<file path="config.mk">
export PLATFORM = sky130hd
export DESIGN_NAME = serial_add_ctrl
export DESIGN_NICKNAME = d
export VERILOG_FILES = /design/src/rtl/serial_add_ctrl_pkg.sv /design/src/rtl/serial_add_ctrl_fa_cell.sv /design/src/rtl/serial_add_ctrl.sv
export SDC_FILE = /design/constraint.sdc
export NUM_CORES = 1
export LEC_CHECK = 0
export BUFFER_PORTS_ARGS = -buffer_cell sky130_fd_sc_hd__buf_2
export CAP_MARGIN = 20
export CORE_ASPECT_RATIO = 1.2
export CORE_MARGIN = 2
export CORE_UTILIZATION = 50
export CTS_CLUSTER_DIAMETER = 30
export DETAILED_ROUTE_END_ITERATION = 6
export GPL_TIMING_DRIVEN = 0
export PLACE_DENSITY = 0.73
export SLEW_MARGIN = 20
export SYNTH_ARGS = -nofsm -noshare
export SYNTH_HDL_FRONTEND = slang
export SYNTH_SLANG_ARGS = --single-unit
</file>
<file path="constraint.sdc">
create_clock -name clk_i -period 2.25 [get_ports clk_i]
set_input_delay 0.1125 -clock clk_i [delete_from_list [all_inputs] [get_ports clk_i]]
set_output_delay 0.1125 -clock clk_i [all_outputs]
set_load 0.05 [all_outputs]
</file>
<file path="src/rtl/serial_add_ctrl_pkg.sv">
// Shared constants for the bit-serial adder sequencer: FSM encoding and WIDTH bounds.
package serial_add_pkg;

    localparam logic [1:0] ST_IDLE = 2'b00;
    localparam logic [1:0] ST_RUN  = 2'b01;
    localparam logic [1:0] ST_DONE = 2'b10;

    localparam int WIDTH_MIN = 2;
    localparam int WIDTH_MAX = 32;

endpackage

</file>
<file path="src/rtl/serial_add_ctrl_fa_cell.sv">
// One-bit full-adder cell built from two half adders; the only combinational
// path of the serial adder runs through here.
module half_adder (
    input  logic a_i,
    input  logic b_i,
    output logic s_o,
    output logic c_o
);
    assign s_o = a_i ^ b_i;
    assign c_o = a_i & b_i;
endmodule

module serial_fa_cell (
    input  logic a_i,
    input  logic b_i,
    input  logic c_i,
    output logic s_o,
    output logic c_o
);
    logic s0;
    logic c0;
    logic c1;

    half_adder u_ha0 (.a_i(a_i), .b_i(b_i), .s_o(s0),  .c_o(c0));
    half_adder u_ha1 (.a_i(s0),  .b_i(c_i), .s_o(s_o), .c_o(c1));

    assign c_o = c0 | c1;
endmodule

</file>
<file path="src/rtl/serial_add_ctrl.sv">
// Bit-serial adder sequencer: captures two operands on start, adds them LSB-first
// one bit per clock through a single full-adder cell, then pulses done.
//
// state   | meaning
// IDLE    | waiting for start; sum/cout hold the last result
// RUN     | one operand bit per clock through the cell
// DONE    | done pulse, sum/cout valid; returns to IDLE next edge
module serial_add_ctrl
    import serial_add_pkg::*;
#(
    parameter int WIDTH = 8
) (
    input  logic             clk_i,
    input  logic             rst_i,
    input  logic             start_i,
    input  logic [WIDTH-1:0] a_i,
    input  logic [WIDTH-1:0] b_i,
    input  logic             cin_i,
    output logic             busy_o,
    output logic             done_o,
    output logic [WIDTH-1:0] sum_o,
    output logic             cout_o
);
    localparam int CW = $clog2(WIDTH);

    if (WIDTH < WIDTH_MIN || WIDTH > WIDTH_MAX) begin : g_width_check
        $error("serial_add_ctrl: WIDTH out of range");
    end

    logic [1:0]       state_q, state_d;
    logic [WIDTH-1:0] sha_q, sha_d;
    logic [WIDTH-1:0] shb_q, shb_d;
    logic [WIDTH-1:0] sum_q, sum_d;
    logic             carry_q, carry_d;
    logic             cout_q, cout_d;
    logic [CW-1:0]    cnt_q, cnt_d;
    logic             cell_s;
    logic             cell_c;

    serial_fa_cell u_cell (
        .a_i (sha_q[0]),
        .b_i (shb_q[0]),
        .c_i (carry_q),
        .s_o (cell_s),
        .c_o (cell_c)
    );

    always_comb begin
        state_d = state_q;
        sha_d   = sha_q;
        shb_d   = shb_q;
        sum_d   = sum_q;
        carry_d = carry_q;
        cout_d  = cout_q;
        cnt_d   = cnt_q;
        case (state_q)
            ST_IDLE: begin
                if (start_i) begin
                    sha_d   = a_i;
                    shb_d   = b_i;
                    carry_d = cin_i;
                    cnt_d   = '0;
                    sum_d   = '0;
                    cout_d  = 1'b0;
                    state_d = ST_RUN;
                end
            end
            ST_RUN: begin
                sha_d   = sha_q >> 1;
                shb_d   = shb_q >> 1;
                sum_d   = {cell_s, sum_q[WIDTH-1:1]};
                carry_d = cell_c;
                if (cnt_q == CW'(WIDTH - 1)) begin
                    // Last bit: counter is left at its terminal value rather than wrapping.
                    cout_d  = cell_c;
                    state_d = ST_DONE;
                end else begin
                    cnt_d = cnt_q + 1'b1;
                end
            end
            ST_DONE: state_d = ST_IDLE;
            default: state_d = ST_IDLE;
        endcase
    end

    always_ff @(posedge clk_i or posedge rst_i) begin
        if (rst_i) begin
            state_q <= ST_IDLE;
            sha_q   <= '0;
            shb_q   <= '0;
            sum_q   <= '0;
            carry_q <= 1'b0;
            cout_q  <= 1'b0;
            cnt_q   <= '0;
        end else begin
            state_q <= state_d;
            sha_q   <= sha_d;
            shb_q   <= shb_d;
            sum_q   <= sum_d;
            carry_q <= carry_d;
            cout_q  <= cout_d;
            cnt_q   <= cnt_d;
        end
    end

    assign busy_o = (state_q == ST_RUN) || (state_q == ST_DONE);
    assign done_o = (state_q == ST_DONE);
    assign sum_o  = sum_q;
    assign cout_o = cout_q;

endmodule

</file>
After elaboration in Yosys (flattened, before gate mapping):

Index checks and enable logic that the tools add are counted.

* memories kept: 0
* register bits: 31
* memory bits (writable): 0
* output and inout port bits: 11
* latch bits: 0
* ROM bits: 0
* word-level logic and storage cells: 43
* bits of input ports: 20

* $add $sub $neg: 1
* equal/unequal tests: 6
* bitwise logic cells: 5
* mux-type cells: 17
* shifts and indexed selects: 0
* div/mod/pow operators: 0
* $lt $le $gt $ge: 0
* reduce and logical (&&, ||, !) cells: 7
* multipliers: 0

Operator list (count)
* $pmux W8 S2: 3
* $mux W8: 3
* $mux W3: 2
* $ne A2 B2 Y1 const B: 3
* $pmux W3 S2: 1
* $reduce_and A3 Y1: 2
* $mux W2: 2
* $pmux W1 S2: 2
* $pmux W2 S2: 1
* $reduce_and A2 Y1: 2
* $add A3 B1 Y3 const B: 1
* $eq A3 B3 Y1 const B: 1
* $mux W1: 3
* $and A1 B1 Y1: 2
* $eq A2 B1 Y1 const B: 1
* $eq A2 B2 Y1 const B: 1
* $logic_not A2 Y1: 1
* $reduce_bool A2 Y1: 1
* $xor A1 B1 Y1: 2
* $logic_or A1 B1 Y1: 1
* $or A1 B1 Y1: 1

Longest topological paths before layout:

Gate-level depths: netlist of the first run.

* word-level depth: 5
* gate-level depth with buffers: 7
* gate-level depth less buffers: 5

Cells and area by module:

A second synthesis of the first run with hierarchy kept.

* cell total of the unflattened synthesis: 167
* area, all modules: 1674.1 um^2

Modules (own cells, without submodules)
* serial_add_ctrl: cells each 164, sequential area each 775.7 um^2, area each 1642.8 um^2, times used 1
* half_adder: cells each 1, sequential area each 0.0 um^2, area each 12.5 um^2, times used 2
* serial_fa_cell: cells each 1, sequential area each 0.0 um^2, area each 6.3 um^2, times used 1

Worst setup path before layout of the first run:

OpenSTA, ideal clock, no wires.

* path kind: reg-to-reg
* start point: register state_q[0]
* end point: register shb_q[6]
* path slack: 0.702 ns
* data arrival time: 1.422 ns
* cell stages (with the launch flop): 7
* library setup time: 0.126 ns
* clock period less this slack: 1.548 ns
* required time: 2.124 ns
* buffers on the path: 1
* cells stage by stage: dfrtp_1 -> inv_1 -> ha_1 -> nand2b_1 -> and2_1 -> buf_6 -> a221o_1

* cells in the longest elaborated chain, start to end: 3
* elaborated cells on any way between the ends: 6
* those cells by class: 2 x eq/ne; 1 x mux; 3 x reduce/logical

RTL lines
* from (decl): RTL line serial_add_ctrl.sv:30 `logic [1:0] state_q, state_d;`
* from (signal assigned): RTL line serial_add_ctrl.sv:96 `state_q <= state_d;`
* $eq A2 B1 Y1 / $logic_not A2 Y1 (equally long branches): RTL line serial_add_ctrl.sv:56 `case (state_q)`
* $reduce_bool A2 Y1 (no line) / $ne A2 B2 Y1 (equally long branches)
* $reduce_and A2 Y1 (no line)
* to (signal assigned): RTL line serial_add_ctrl.sv:90 `shb_q <= '0;`
* to (signal assigned): RTL line serial_add_ctrl.sv:98 `shb_q <= shb_d;`
* to (decl): RTL line serial_add_ctrl.sv:32 `logic [WIDTH-1:0] shb_q, shb_d;`

Parallel ways exist; a longest one is shown, timed or not.
A chain may end at the register's enable or synchronous reset.

Worst setup path in the final report of the first run:

* start point: register state_q[0]
* end point: register sum_q[3], in the netlist sum_o[3]

* cells in the longest elaborated chain, start to end: 3
* elaborated cells on any way between the ends: 6
* those cells by class: 2 x eq/ne; 1 x mux; 3 x reduce/logical

RTL lines
* $eq A2 B1 Y1 / $logic_not A2 Y1 (equally long branches): RTL line serial_add_ctrl.sv:56
* $reduce_bool A2 Y1 (no line) / $ne A2 B2 Y1 (equally long branches)
* $reduce_and A2 Y1 (no line)
* to (signal assigned): RTL line serial_add_ctrl.sv:99 `sum_q <= sum_d;`
* to (decl): RTL line serial_add_ctrl.sv:33 `logic [WIDTH-1:0] sum_q, sum_d;`

Parallel ways exist; a longest one is shown, timed or not.

==> summary.txt, run 1 <==
Finish
  – Core Util, Final: 0.609
  – Fin area: about 1900 um^2
  – Ant diodes: 0
  – Share of cells above drive strength 1: 0.288
  – Post-layout nets: between 200 and 250
  – Area growth from synthesis to layout: 14.9%

Floorplan
  – Die width: about 56 um
  – Placement row count: 22
  – Die Footprint: around 3800 um^2
  – Starting Density: 0.530
  – Core area: a little over 3000 um^2
  – IO Pins: 31
  – Chip Height: between 60 and 70 um

Power and ir drop
  – Clock power frac: 0.109
  – P_int: 1470 uW
  – PwrDens: 1390 nW/um^2
  – Leakage power: between 0.0009 and 0.001 uW
  – Pwr Total: between 2000 and 3000 uW
  – Peak supply drop: ~0.00083 V
  – Logic gate share of total power: 0.547
  – Psw: roughly 1200 uW
  – Reg power frac: 0.345
  – Switching Share: 0.444

Worst setup path
  – RR Endpoint: sum_o[3]
  – FF-to-FF path depth: 5
  – Critical-path top delay cell: dfrtp_1
  – Worst setup SP type: register
  – Worst Setup SP: state_q[0]
  – Worst Path Class, Setup: reg2reg
  – Reg2reg start: state_q[0]
  – Dominant delay contributor by cell family on the critical path: buffers and inverters
  – CP Max Fanout: 10
  – Required time of the critical path: 2450 ps
  – Crit. End Element: register
  – Worst path cell trace: inv_1 > ha_1 > mux2i_4 > buf_2 > o21ai_0
  – Worst path bufs/invs: 2
  – Crit-path max cell delay: between 400 and 500 ps
  – Arrival @ worst endpoint: 2010 ps
  – Reg2reg setup slack: about 440 ps

Global routing
  – GRT Total Usage: 0.212
  – Initial antenna violation count: 0
  – Congestion Overflow GR: 0
  – Largest net degree at the start of global routing: 32
  – Vias in the first global route: about 1,300
  – First-pass GRT wire length: 6100 um

Synth
  – Post-Syn Area: around 1600 um^2
  – Post-synth top cells: dfrtp_1 (31), nand2_1 (23), nand2b_1 (15)
  – Async SR Flop Fraction: 1.00
  – Synth area leaders: dfrtp_1 (47%), ha_1 (6.1%), nand2b_1 (5.7%)
  – Syn. warnings: 0
  – Count of different cell masters after synthesis: 29
  – Number of enable flip-flop cells after synthesis: 0
  – Syn_nets: 190
  – Cell taking the most area after synthesis: dfrtp_1
  – Most instantiated library cell after synthesis: dfrtp_1
  – Synth Instances: roughly 160
  – Register area share after synthesis: 0.470
  – Yosys top cell area share: 0.470
  – Flops & latches, synth: 31
  – Predominant post-synthesis flop cell: dfrtp_1
  – Avg Cell Area, Syn: roughly 10 um^2

Timing
  – TNS Setup: 0 ps
  – Final Cycle Share: 0.807
  – Slew Limit Headroom: 0.573
  – Hold_ws: around 52 ps
  – Worst slew pin tran: 639 ps
  – Final hold viol count: 0
  – Clock Skew: 2.83 ps
  – Max Freq: ~550 MHz
  – Final setup violation count: 0
  – Unrepaired setup endpoints after global routing: false
  – Tmin final: 1810 ps
  – Slew Viols, Final: 0

Min path
  – Hold Path Class: in2reg
  – Min-Delay Startpoint: a_i[3]
  – Hold Path Sink: sha_q[3]
  – Hold path depth: 2

CTS
  – Post-CTS setup buffers: 0
  – Clk slew on worst S/H paths: 90 ps
  – Clock latency at the later pin of the worst-skew pair: around 320 ps
  – Clock root buffer: clkbuf_4
  – Hold-fix buffers, CTS: 1
  – Cts repair resizes: 0
  – Clock Tree Buf Depth: 2
  – CTS HTree Levels: 2
  – CTS Buf Count: 5
  – Clock net sink count: 31
  – CTS tree: done

Place
  – Placed inst area: 1840 um^2
  – Input/output buffers: 30
  – GPL Wtd Cong: ~0.75
  – Post-DP HPWL: 2570 um

Detailed routing
  – Total Routed Length: 3600 um
  – Routed wire per std cell: roughly 15 um
  – 1st-iter DRT viols: 57
  – Post-route ant nets: 0
  – Via count: about 1,300
  – DRC viols: 0
  – First-pass DRT Iterations: 4
  – Via density: approximately 5.7

Status
  – Outcome: finished, final reports clean

Run
  – Max Cap Viol: 0
==> power by group through the flow <==
stage	Combinational, uW	Clock, uW	Sequential (uW)
5_1_grt	1580	323	933
6_report	1450	287	911
3_3_place_gp	1380	0	899
3_5_place_dp	1450	0	919
2_1_floorplan	1020	0	1020
4_1_cts	1460	295	908
==> metal layers <==
layer,vias to the layer above,global-route usage,routed length [um]
li1,634,-,-
met1,659,0.249,1560
met2,39,0.365,1820
met3,4,0.0621,189
met4,0,0.0804,30
met5,-,0,0
==> worst max path at each step <==
stage               depth (start not counted)  slack [ps]       end
finish                                      5         440  sum_o[3]
floorplan                                   6         700  shb_q[6]
global placement                            6         520  shb_q[3]
CTS                                         5         430  sum_o[5]
global route                                5         320  sum_o[5]
detailed placement                          5         450  sum_o[5]
==> area by class of cell <==
cell class / count / area, um^2
Fill cell: 280 / 1210
Sequential cell: 31 / 776
Multi-Input combinational cell: 110 / 773
Timing Repair Buffer: 31 / 160
Buffer: 10 / 62.6
Tap cell: 36 / 45.0
Clock buffer: 6 / 41.3
Inverter: 10 / 37.5
==> state kept, by name (all words and copies together), names as in the netlist <==
register  flops
sha_q         8
shb_q         8
sum_o         8
cnt_q         3
state_q       2
carry_q       1
cout_o        1
==> metrics by stage <==
stage          instances  setup slack [ps]
6_report             234               435
2_1_floorplan        161               702
3_3_place_gp         227               519
3_5_place_dp         227               449
5_1_grt              234               321
4_1_cts              234               433
==> worst reg2reg max path, cell delays in order (launching register included) <==
cell and delay (ps):
dfrtp_1 430, inv_1 130, ha_1 300, mux2i_4 400, buf_2 310, o21ai_0 130
==> cells by family after synthesis <==
family          count (synthesis)  synth area share
compound gates                 44             0.204
fa+ha+maj                       9            0.0728
buf+inv                        20            0.0607
flops                          31             0.470
mux                             2            0.0205
simple gates                   55             0.171
==> cell usage in the layout, fill, tap and decap left out <==
cell | Yosys | final
nand2b_1 | 15 | 15
and2_1 | 1 | 1
a221oi_2 | 3 | 3
nor3_1 | 1 | 1
clkbuf_4 | 0 | 5
clkbuf_1 | 0 | 1
buf_6 | 2 | 2
a21oi_1 | 8 | 8
a221o_1 | 6 | 6
nand3b_4 | 1 | 1
fa_1 | 1 | 1
nand2_1 | 23 | 23
o221a_2 | 6 | 6
o21ai_1 | 1 | 1
inv_2 | 0 | 1
buf_2 | 5 | 35
buf_1 | 2 | 2
mux2_2 | 1 | 1
nor2_1 | 4 | 4
or2_2 | 1 | 1
inv_1 | 10 | 9
nand3_1 | 6 | 6
dlygate4sd3_1 | 0 | 1
o22ai_1 | 1 | 1
dfrtp_1 | 31 | 31
o21ai_0 | 13 | 13
ha_1 | 8 | 8
a31oi_1 | 2 | 2
a22o_1 | 4 | 4
and2b_1 | 1 | 1
nor2b_1 | 2 | 2
buf_4 | 1 | 1
mux2i_4 | 1 | 1
No activity file was read; power rests on OpenSTA's default activity.
==> run 2: changes to the inputs <==
Clock period 2.25 ns to 1.7 ns, I/O delays scaled along.
==> run 2 against run 1 <==
- sequential share of layout area is 0.61 points lower
- fmax is 13% higher
- non-clock buffer count is 1 higher
- routed wire length is 0.28% higher
- sequential power is 33% higher
- clock skew is 3.5 ps higher
- critical path type unchanged
- largest cell class is now multi-input gates
==> summary.txt, run 2 (synthesis results as in run 1) <==
CTS
  – Clock net sink count: 31
  – CTS Buf Count: 5
  – CTS HTree Levels: 2
  – Clk slew on worst S/H paths: ~90 ps
  – Clock root buffer: clkbuf_4
  – Clock Tree Buf Depth: 2
  – CTS tree: done
  – Clock latency at the later pin of the worst-skew pair: ~320 ps

Run
  – Max Cap Viol: 0

Timing
  – Final Cycle Share: 0.946
  – Clock Skew: roughly 6.3 ps
  – Hold_ws: about 28 ps
  – Final worst slack: a little over 90 ps
  – Slew Limit Headroom: 0.573
  – Final setup violation count: 0
  – Max Freq: 622 MHz
  – Unrepaired setup endpoints after global routing: false
  – Worst slew pin tran: roughly 640 ps
  – Final hold viol count: 0
  – Slew Viols, Final: 0
  – Tmin final: 1610 ps

Detailed routing
  – Via count: about 1,300
  – Via density: roughly 5.7
  – Total Routed Length: about 3600 um
  – Routed wire per std cell: approximately 15 um
  – DRC viols: 0
  – Post-route ant nets: 0
  – First-pass DRT Iterations: 5
  – 1st-iter DRT viols: 64

Worst setup path
  – Arrival @ worst endpoint: between 1500 and 2000 ps
  – Critical-path top delay cell: dfrtp_1
  – Worst Path Class, Setup: reg2reg
  – Worst path cell trace: inv_2 > ha_1 > buf_2 > buf_2 > a21oi_1 > a221o_1
  – Dominant delay contributor by cell family on the critical path: buffers and inverters
  – Crit. End Element: register
  – Required time of the critical path: about 1900 ps
  – Crit path top cell by count: buf_2
  – Worst path bufs/invs: 3
  – CP Max Fanout: 10
  – Crit-path max cell delay: ~420 ps
  – Critical path depth: 6
  – Worst setup SP type: register
  – FF-to-FF path depth: 6

Finish
  – Share of cells above drive strength 1: 0.317
  – Ant diodes: 0
  – Area growth from synthesis to layout: 16.7%
  – Most frequent cells in the layout: buf_2 (34), dfrtp_1 (31), nand2_1 (23), nand2b_1 (15), o21ai_0 (13)
  – Final Non-Filler Cells: between 200 and 250
  – Fin area: just under 2000 um^2
  – Commonest non-fill, non-tap cell in the layout: buf_2
  – Post-layout nets: 229

Status
  – Outcome: finished, final reports clean

Floorplan
  – Starting Density: 0.530
  – Die width: between 50 and 60 um
  – Die Footprint: between 3000 and 4000 um^2
  – Core area: between 3000 and 4000 um^2
  – Chip Height: between 60 and 70 um
  – IO Pins: 31
  – Placement row count: 22

Global routing
  – Largest net degree at the start of global routing: 32
  – Vias in the first global route: 1,324
  – First-pass GRT wire length: 6100 um
  – GRT Total Usage: 0.212
  – Congestion Overflow GR: 0
  – Initial antenna violation count: 0

Place
  – GPL Wtd Cong: approximately 0.75
  – Placed inst area: 1840 um^2
  – DP Cell Count: between 200 and 250
  – Input/output buffers: 30
  – DP Worst Slack: -101 ps
  – Post-DP HPWL: 2570 um

Power and ir drop
  – Peak supply drop: approximately 0.0011 V
  – PwrDens: between 1500 and 2000 nW/um^2
  – Pwr Total: around 3600 uW
  – Leakage power: a little over 0.0009 uW

Min path
  – Hold path depth: 2
  – Hold Path Class: in2reg
## run 2: cell types whose count changed in the layout (fill, tap and decap cells not counted)
cell / change
buf_4: +2
ha_1: -2
inv_1: -2
inv_2: +2
buf_1: -1
buf_2: -1
clkbuf_4: +1
ha_2: +1
ha_4: +1
## run 2: worst register-to-register path: stages, from the launching register on
cell,delay (ps)
dfrtp_1,420
inv_2,120
ha_1,140
buf_2,210
buf_2,270
a21oi_1,70
a221o_1,260
## run 2: worst paths after layout
kind                            start       end  slack [ps]
setup reg to reg           state_q[1]  shb_q[2]          90
hold reg to reg              sum_o[1]  sum_o[1]         510
min in group asynchronous       rst_i  sha_q[2]         400
max in group asynchronous       rst_i  sum_o[4]         880
setup / recovery           state_q[1]  shb_q[2]          90
hold / removal                 a_i[3]  sha_q[3]          30
## run 2: power by group
| group | internal (uW) | switching, uW |
|---|---|---|
| combinational | 835 | 1150 |
| sequential | 1020 | 191 |
| clock | 147 | 233 |
## run 2: final cells by class
type / count / area [um^2]
clock buffer: 6 / 41.3
fill: 278 / 1190
inverter: 10 / 37.5
buffer: 10 / 68.8
multi-input combinational: 110 / 788
timing repair buffer: 32 / 168
tap: 36 / 45.0
sequential: 31 / 776
## run 2: routing by layer
metal / track usage / wire length [um]
met5: 0 / 0
met4: 0.0804 / 17
met3: 0.0621 / 181
met2: 0.365 / 1850
met1: 0.249 / 1570
## run 2: stage by stage
stage | setup TNS [ps] | util
2_1_floorplan | 0 | -
3_3_place_gp | -98.8 | 0.593
3_5_place_dp | -1150 | 0.593
4_1_cts | 0 | 0.611
5_1_grt | 0 | 0.619
6_report | 0 | 0.619
## run 2: what timing repair did
| item | in CTS | in global routing |
|---|---|---|
| hold buffers | 1 | 0 |
| buffers inserted | 0 | 1 |
| resized for setup | 3 | 5 |
| endpoints found under the setup margin | 26 | 26 |
| hold endpoints to repair | 31 | 0 |
